File: src/rtl/aes_pkg.sv
// Shared AES definitions: state geometry, byte type, GF(2^8) helpers and the
// MixColumns stage FSM encoding.
package aes_pkg;

  localparam int STATE_DIM = 4;

  typedef logic [7:0] aes_byte_t;

  typedef enum logic [1:0] {
    IDLE = 2'd0,
    MIX  = 2'd1,
    HOLD = 2'd2
  } mix_state_e;

  function automatic aes_byte_t xtime(input aes_byte_t b);
    return {b[6:0], 1'b0} ^ (b[7] ? 8'h1B : 8'h00);
  endfunction

  // Shift-and-add multiply; only instantiated with constant coefficients.
  function automatic aes_byte_t gf_mul(input aes_byte_t a, input aes_byte_t b);
    aes_byte_t acc;
    aes_byte_t p;
    acc = '0;
    p   = a;
    for (int i = 0; i < 8; i++) begin
      if (b[i]) acc = acc ^ p;
      p = xtime(p);
    end
    return acc;
  endfunction

endpackage

File: src/rtl/aes_mixcolumn_word.sv
// Combinational single-column (4-byte) MixColumns mixer.
// AES_INV_MIXCOLUMNS_EN adds the inv_i select for InvMixColumns.
module aes_mixcolumn_word
  import aes_pkg::*;
(
  input  aes_byte_t [STATE_DIM-1:0] col_i,
`ifdef AES_INV_MIXCOLUMNS_EN
  input  logic                      inv_i,
`endif
  output aes_byte_t [STATE_DIM-1:0] col_o
);

  for (genvar r = 0; r < STATE_DIM; r++) begin : g_row
    localparam int R1 = (r + 1) % STATE_DIM;
    localparam int R2 = (r + 2) % STATE_DIM;
    localparam int R3 = (r + 3) % STATE_DIM;

    aes_byte_t fwd;
    assign fwd = xtime(col_i[r]) ^ xtime(col_i[R1]) ^ col_i[R1] ^ col_i[R2] ^ col_i[R3];

`ifdef AES_INV_MIXCOLUMNS_EN
    aes_byte_t inv;
    assign inv = gf_mul(col_i[r],  8'h0E) ^ gf_mul(col_i[R1], 8'h0B) ^
                 gf_mul(col_i[R2], 8'h0D) ^ gf_mul(col_i[R3], 8'h09);
    assign col_o[r] = inv_i ? inv : fwd;
`else
    assign col_o[r] = fwd;
`endif
  end

endmodule

File: src/rtl/aes_mixcolumns.sv
// Iterative AES MixColumns stage: one shared column mixer, one column per cycle.
// AES_INV_MIXCOLUMNS_EN adds the decrypt port and the InvMixColumns path.
module aes_mixcolumns
  import aes_pkg::*;
#(
  parameter int STATE_ARRAY_DIMENSION = 4
) (
  input  logic       clk,
  input  logic       reset,
  input  logic       valid,
  input  logic       next_is_ready,
  input  logic       last_round,
`ifdef AES_INV_MIXCOLUMNS_EN
  input  logic       decrypt,
`endif
  input  logic [STATE_ARRAY_DIMENSION-1:0][STATE_ARRAY_DIMENSION-1:0][7:0] state_array,
  output logic [STATE_ARRAY_DIMENSION-1:0][STATE_ARRAY_DIMENSION-1:0][7:0] state_array_out,
  output logic       ready,
  output logic       valid_out,
  output mix_state_e dbg_state
);

  if (STATE_ARRAY_DIMENSION != STATE_DIM) begin : g_bad_dim
    $error("aes_mixcolumns: STATE_ARRAY_DIMENSION must be 4");
  end

  // Handshake: a block is taken on any edge where valid && ready. ready is high
  // in IDLE, or in HOLD when downstream takes the current result that same edge.
  // valid_out is high only in HOLD, where the result is held stable.
  mix_state_e state_q, state_d;
  logic [1:0] col_q, col_d;
  logic [STATE_DIM-1:0][STATE_DIM-1:0][7:0] work_q, work_d;
  aes_byte_t [STATE_DIM-1:0] mix_in, mix_out;
  logic accept;
  logic inv_sel;

`ifdef AES_INV_MIXCOLUMNS_EN
  logic inv_q, inv_d;
  assign inv_sel = inv_q;
`else
  assign inv_sel = 1'b0;
`endif

  assign ready     = !reset && (state_q == IDLE || (state_q == HOLD && next_is_ready));
  assign accept    = valid && ready;
  assign valid_out = (state_q == HOLD);
  assign dbg_state = state_q;
  assign state_array_out = work_q;

  always_comb begin
    mix_in = '0;
    for (int r = 0; r < STATE_DIM; r++) mix_in[r] = work_q[r][col_q];
  end

  aes_mixcolumn_word u_word (
    .col_i (mix_in),
`ifdef AES_INV_MIXCOLUMNS_EN
    .inv_i (inv_sel),
`endif
    .col_o (mix_out)
  );

  always_comb begin
    state_d = state_q;
    col_d   = col_q;
    work_d  = work_q;
`ifdef AES_INV_MIXCOLUMNS_EN
    inv_d   = inv_q;
`endif
    unique case (state_q)
      IDLE: ;
      MIX: begin
        for (int r = 0; r < STATE_DIM; r++) work_d[r][col_q] = mix_out[r];
        col_d = col_q + 2'd1;
        if (col_q == 2'd3) state_d = HOLD;
      end
      HOLD: if (next_is_ready && !valid) state_d = IDLE;
      default: state_d = IDLE;
    endcase
    // Accept overrides the per-state update, covering back-to-back from HOLD.
    if (accept) begin
      work_d  = state_array;
      col_d   = 2'd0;
      state_d = last_round ? HOLD : MIX;
`ifdef AES_INV_MIXCOLUMNS_EN
      inv_d   = decrypt;
`endif
    end
  end

  always_ff @(posedge clk) begin
    if (reset) begin
      state_q <= IDLE;
      col_q   <= 2'd0;
      work_q  <= '0;
`ifdef AES_INV_MIXCOLUMNS_EN
      inv_q   <= 1'b0;
`endif
    end else begin
      state_q <= state_d;
      col_q   <= col_d;
      work_q  <= work_d;
`ifdef AES_INV_MIXCOLUMNS_EN
      inv_q   <= inv_d;
`endif
    end
  end

  logic unused_inv;
  assign unused_inv = inv_sel;

endmodule

File: config.mk
export PLATFORM = sky130hd
export DESIGN_NAME = aes_mixcolumns
export DESIGN_NICKNAME = d
export VERILOG_FILES = /design/src/rtl/aes_pkg.sv /design/src/rtl/aes_mixcolumn_word.sv /design/src/rtl/aes_mixcolumns.sv
export SDC_FILE = /design/constraint.sdc
export NUM_CORES = 1
export LEC_CHECK = 0
export ABC_CLOCK_PERIOD_IN_PS = 3300
export CAP_MARGIN = 20
export CORE_ASPECT_RATIO = 1.75
export CORE_MARGIN = 5
export CORE_UTILIZATION = 48
export DETAILED_ROUTE_END_ITERATION = 8
export PLACE_DENSITY = 0.88
export RECOVER_POWER = 100
export SYNTH_ARGS = -nofsm -noshare
export SYNTH_HDL_FRONTEND = slang
export SYNTH_HIERARCHICAL = 1
export SYNTH_SLANG_ARGS = --single-unit
File: constraint.sdc
create_clock -name clk -period 3.3 [get_ports clk]
set_clock_uncertainty 0.15 [all_clocks]
set_input_delay 0.33 -clock clk [delete_from_list [all_inputs] [get_ports clk]]
set_output_delay 0.33 -clock clk [all_outputs]
set_load 0.01 [all_outputs]
==> reports/results.ini, run 1 <==
[pwr]
p_sw_mw = 2.74
clockPowerShare = 0.294
pwr-share-seq = 0.272
vdd_ir_drop_max_uv = 346
power.leakage_nw = 4.10
power.density_nw_per_um2 = 604
p_int_mw = 4.44
p_sw_frac = 0.382
comb_power_share = 0.433

[die]
core_sq_um = 17500
initial_core_util = 0.490
die_y_um = 187
ioPinCount = 265
num_rows = 64
dieArea_sq_um = 20800
die_w_um = 111

[worst_setup_path]
worstPathArrival_ns = 3.35
cp_cell_sequence = buf_4 -> mux4_2 -> xor2_1 -> xnor2_1 -> xnor2_1 -> clkbuf_1 -> nand3_1 -> a311oi_1
critPathMaxFanout = 14
critical_path_buf_inv_count = 2
cpMostUsedCell = xnor2_1
setup.worst_path.class = reg2reg
critPathMaxStageDelay_ns = 0.63
cp_data_required_time_ns = 3.46
path_delay_family = buffers and inverters
cp_slowest_cell = dfxtp_2
cp-start-kind = flip-flop
worst_setup_path_end_kind = flip-flop

[sta]
fmax_mhz = 314
timing.final.crit_share = 0.966
worstMarginPinSlew_ns = 0.858
setup-tns-final_ns = 0
setup_viol = 0
fin_crit_ns = 3.19
slew_violations = 0
rsz0062_at_grt = no
max_slew_margin = 0.428
hold_violations = 0

[yosys]
synth_warnings = 6
synth_nets = 1067
avgSynthCellArea_sq_um = 9.24
synth_top_area_cell = dfxtp_1
synth-edff-count = 0
syn-instance-count = 930
ys_ff_latch = 132
synth.distinct_cells = 39
synth_top_cell_area_share = 0.307
synth_top_flop_cell = dfxtp_1
synthTopCellsByArea = dfxtp_1, mux4_2, xnor2_1
yosysSeqAreaShare = 0.307
synthArstFlopShare = 0
netlist_area_sq_um = 8590

[drt]
drcViolationCount = 0
vias_per_cell = 6.97
first_pass_iters = 6
drtAntennaViolNets = 0
wl_mm = 37.6
wire_per_inst_um = 27.3
num_vias = 9597
drt_iter0_drc = 1244

[final_layout]
multiInputGateArea_sq_um = 5260
fillers = 1334
finish.instance_area_sq_um = 11900
antenna_cells = 0
final_common_cell = dlygate4sd3_1
most-common-layout-cells = dlygate4sd3_1, clkdlybuf4s50_1, dfxtp_1
drive_gt1_frac = 0.126
layout.nets = 1271
syn_to_final_growth_pct = 38.4
seqCellArea_sq_um = 2650

[clock_tree]
cts.path.max_buffers = 2
cts_buffers = 17
path_clk_slew_ns = 0.06
clockRootBuffer = clkbuf_16
cts_sinks = 132
hold_buffers = 0
cts_setup_buffers = 0
htreeDepth = 4
cts_resized = 0
cts_tree = yes
clkLatencyLatePin_ns = 0.42

[global_routing]
grt_use_total = 0.347
antenna_found_initial = 1
grt_overflow = 0
grt_max_degree = 131
grt_pass1_vias = 9652
grt_pass1_wl_mm = 56.8

[flow_run]
max_cap_viol_count = 0

[status]
status = complete, no violations

[place]
dpl.hpwl_mm = 25.5
dpl-instance-area_sq_um = 11400
port_buffers = 264
gp_congestion = 0.972

[worst_hold_path]
hold_class = reg2reg

-- stage by stage --
step / hold WS, ns / utilization / cells / setup slack [ns] / total power [mW]
after detailed placement: 0.347 / 0.650 / 1346 / 0.287 / 5.21
after CTS: 0.351 / 0.687 / 1377 / 0.250 / 7.32
after floorplan: 0.360 / - / 930 / 0.513 / 3.82
after global placement: 0.339 / 0.650 / 1346 / 0.315 / 5.18
after global routing: 0.363 / 0.678 / 1377 / 0.0248 / 7.39
final: 0.358 / 0.678 / 1377 / 0.112 / 7.18
-- path summary, 6_finish.rpt --
path	from	end	slack, ns	cells past startpoint
setup / recovery	col_q[0]$_SDFFE_PP0P_	state_array_out[82]$_SDFFE_PP0P_	0.11	8
hold / removal	state_array_out[78]$_SDFFE_PP0P_	state_array_out[78]$_SDFFE_PP0P_	0.36	2
setup reg to reg	col_q[0]$_SDFFE_PP0P_	state_array_out[82]$_SDFFE_PP0P_	0.11	8
hold reg to reg	state_array_out[78]$_SDFFE_PP0P_	state_array_out[78]$_SDFFE_PP0P_	0.36	2
-- layer usage --
metal,wire (um),global-route usage
met1,12400,0.397
met2,17900,0.568
met3,4040,0.0813
met4,3190,0.241
met5,0,0
-- registers in the layout, summed over array words and instances (netlist names) --
signal and flops:
col_q 2, dbg_state 2, state_array_out 128
-- synthesized netlist by cell type, types with 2 or more instances --
cell type / number
a21oi_1: 63
nand2_1: 81
nor2b_1: 4
nand3_1: 32
and3b_1: 3
nor3_1: 3
a311oi_1: 58
mux2i_1: 15
mux4_2: 32
xor2_2: 4
dfxtp_1: 132
a211oi_1: 15
or3_1: 2
buf_6: 9
nand3b_1: 2
a311oi_2: 40
nand4_1: 66
xnor2_2: 6
o21ai_0: 65
xnor2_1: 80
ha_1: 4
buf_4: 7
inv_1: 3
buf_2: 49
clkbuf_1: 60
xor2_1: 17
nor4_1: 50
buf_1: 2
a31oi_1: 16
-- cell families (layout without fill, tap and decap cells) --
family,Yosys count,in the layout,share of synthesized area
compound gates,260,260,0.231
flops,132,132,0.307
xor+xnor,109,109,0.124
fa+ha+maj,4,4,0.00582
simple gates,248,248,0.156
mux,47,47,0.101
buf+inv,130,346,0.0748
-- cell type report --
type,count,area share
repair buffers,312,0.256
inverters,3,0.000947
well taps,231,0.0243
flip-flops and latches,132,0.222
multi-input cells,668,0.442
clock buffers,19,0.0372
clock inverters,12,0.0173
-- worst min-delay path: cells and delay by family, from the launching register on --
family             cells  cell delay [ns]
and+or+nand+nor        1             0.06
DFF                    1             0.33
AOI/OAI and AO/OA      1             0.07
-- power by group through the flow --
stage          clock network [mW]  registers [mW]  logic (mW)
6_report                     2.11            1.96        3.11
5_1_grt                      2.18            1.97        3.24
3_3_place_gp                    0            1.98        3.20
2_1_floorplan                   0            1.99        1.83
4_1_cts                      2.11            1.95        3.26
3_5_place_dp                    0            1.98        3.23
Note: power is estimated with default switching activity, not from simulation.
==> run 2: changes to the inputs <==
- SETUP_SLACK_MARGIN: unset -> 0.3
==> run 2 against run 1 <==
  * The run now ends with max-capacitance violations, max-slew violations left
  * Combinational power rose by 3%
  * Power is 1.2% higher
  * Via count hardly changed
  * Critical path depth is the same
  * Flip-flop and latch count unchanged
  * Final cell count is the same
  * Sequential share of layout area hardly changed
==> reports/results.ini, run 2 (same netlist as run 1, synthesis figures left out) <==
[status]
status = finished with violations
violations = max-capacitance violations, max-slew violations

[drt]
vias_per_cell = 6.97
wire_per_inst_um = 27.3
drtAntennaViolNets = 0
num_vias = 9599
first_pass_iters = 6
drcViolationCount = 0
drt_iter0_drc = 1289
wl_mm = 37.6

[place]
gp_congestion = 0.972
port_buffers = 264
dpl.hpwl_mm = 25.5
dp_cells = 1346

[sta]
fmax_mhz = 320
max_slew_margin = -0.0544
hold_violations = 0
setup-tns-final_ns = 0
fin_crit_ns = 3.13
rsz0062_at_grt = yes
slew_violations = 72
timing.final.crit_share = 0.947
setup_viol = 0
worstMarginPinSlew_ns = 1.58

[pwr]
fin_total_pwr_mw = 7.27
power.leakage_nw = 4.14
power.density_nw_per_um2 = 609
vdd_ir_drop_max_uv = 362

[clock_tree]
htreeDepth = 4
path_clk_slew_ns = 0.06
clockRootBuffer = clkbuf_16
cts.path.max_buffers = 2
cts_buffers = 17
cts_sinks = 132
cts_tree = yes
cts_setup_buffers = 0
clkLatencyLatePin_ns = 0.42

[die]
core_sq_um = 17500
num_rows = 64
ioPinCount = 265
die_y_um = 187
die_w_um = 111
initial_core_util = 0.490
dieArea_sq_um = 20800

[worst_setup_path]
setup.worst_path.class = reg2reg
worst_setup_path_end_kind = flip-flop
critPathMaxStageDelay_ns = 0.64
cp_slowest_cell = mux4_2
regToRegStartpoint = col_q[1]$_SDFFE_PP0P_
critPathLaunch = col_q[1]$_SDFFE_PP0P_
cpMostUsedCell = xnor2_1
critPathMaxFanout = 12
cp_cell_sequence = buf_12 -> mux4_2 -> xor2_1 -> xnor2_1 -> xnor2_1 -> clkbuf_1 -> nand3_1 -> a311oi_1
path_delay_family = XOR/XNOR gates
cp-start-kind = flip-flop
critical_path_buf_inv_count = 2
cp_data_required_time_ns = 3.47
worstPathArrival_ns = 3.29

[global_routing]
antenna_found_initial = 1
grt_use_total = 0.346
grt_pass1_wl_mm = 56.8
grt_max_degree = 131
grt_pass1_vias = 9662
grt_overflow = 0

[worst_hold_path]
hold_class = in2reg
hold_path.startpoint = state_array[77]

[final_layout]
antenna_cells = 0
most-common-layout-cells = dlygate4sd3_1, clkdlybuf4s50_1, dfxtp_1
final_common_cell = dlygate4sd3_1
layout.nets = 1271
syn_to_final_growth_pct = 38.8
fin_cells = 1377
drive_gt1_frac = 0.132
largest_register_ff_count = 128

[flow_run]
max_cap_viol_count = 1

[run 2: worst register-to-register path, stage by stage (launching register included)]
cell	delay [ns]
dfxtp_4	0.47
buf_12	0.20
mux4_2	0.65
xor2_1	0.23
xnor2_1	0.34
xnor2_1	0.16
clkbuf_1	0.37
nand3_1	0.16
a311oi_1	0.31
[run 2: power breakdown]
part | total [mW] | leakage, nW | internal, mW | switching, mW
sequential | 1.96 | 1.09 | 1.77 | 0.188
clock | 2.11 | 0.309 | 1.36 | 0.754
combinational | 3.20 | 2.74 | 1.37 | 1.83
total | 7.27 | 4.14 | 4.50 | 2.77
[run 2: area by class of cell]
type / instances / area [sq um]
fill: 1323 / 5610
multi-input combinational: 668 / 5280
timing repair buffer: 312 / 3050
sequential: 132 / 2650
clock buffer: 19 / 443
tap: 231 / 289
clock inverter: 12 / 205
inverter: 3 / 11.3
[run 2: repair_timing]
action / 4_1_cts / 5_1_grt
pin swaps: 0 / 0
hold buffers: 0 / 0
gates resized for setup: 2 / 7
endpoints found under the setup margin: 5 / 45
[run 2: routing by layer]
layer,routed length (um),track usage,up-vias
met1,12500,0.397,4485
met4,3080,0.237,0
met2,18000,0.570,896
met3,4010,0.0806,222
li1,-,-,3996
met5,0,0,-
[run 2: worst paths after layout]
check / end / slack [ns] / cells after the start
worst min-delay path: state_array_out[77]$_SDFFE_PP0P_ / 0.36 / 3
worst min register to register: state_array_out[19]$_SDFFE_PP0P_ / 0.36 / 2
worst max-delay path: state_array_out[82]$_SDFFE_PP0P_ / 0.17 / 8
worst max register to register: state_array_out[82]$_SDFFE_PP0P_ / 0.17 / 8
[run 2: through the flow]
step | cell area [sq um] | utilization | worst slack (ns) | hold WS [ns]
floorplan | 8590 | - | 0.513 | 0.360
global placement | 11400 | 0.650 | 0.315 | 0.339
detailed placement | 11400 | 0.650 | 0.287 | 0.347
CTS | 12100 | 0.687 | 0.302 | 0.351
global route | 11900 | 0.680 | 0.102 | 0.363
finish | 11900 | 0.680 | 0.173 | 0.357
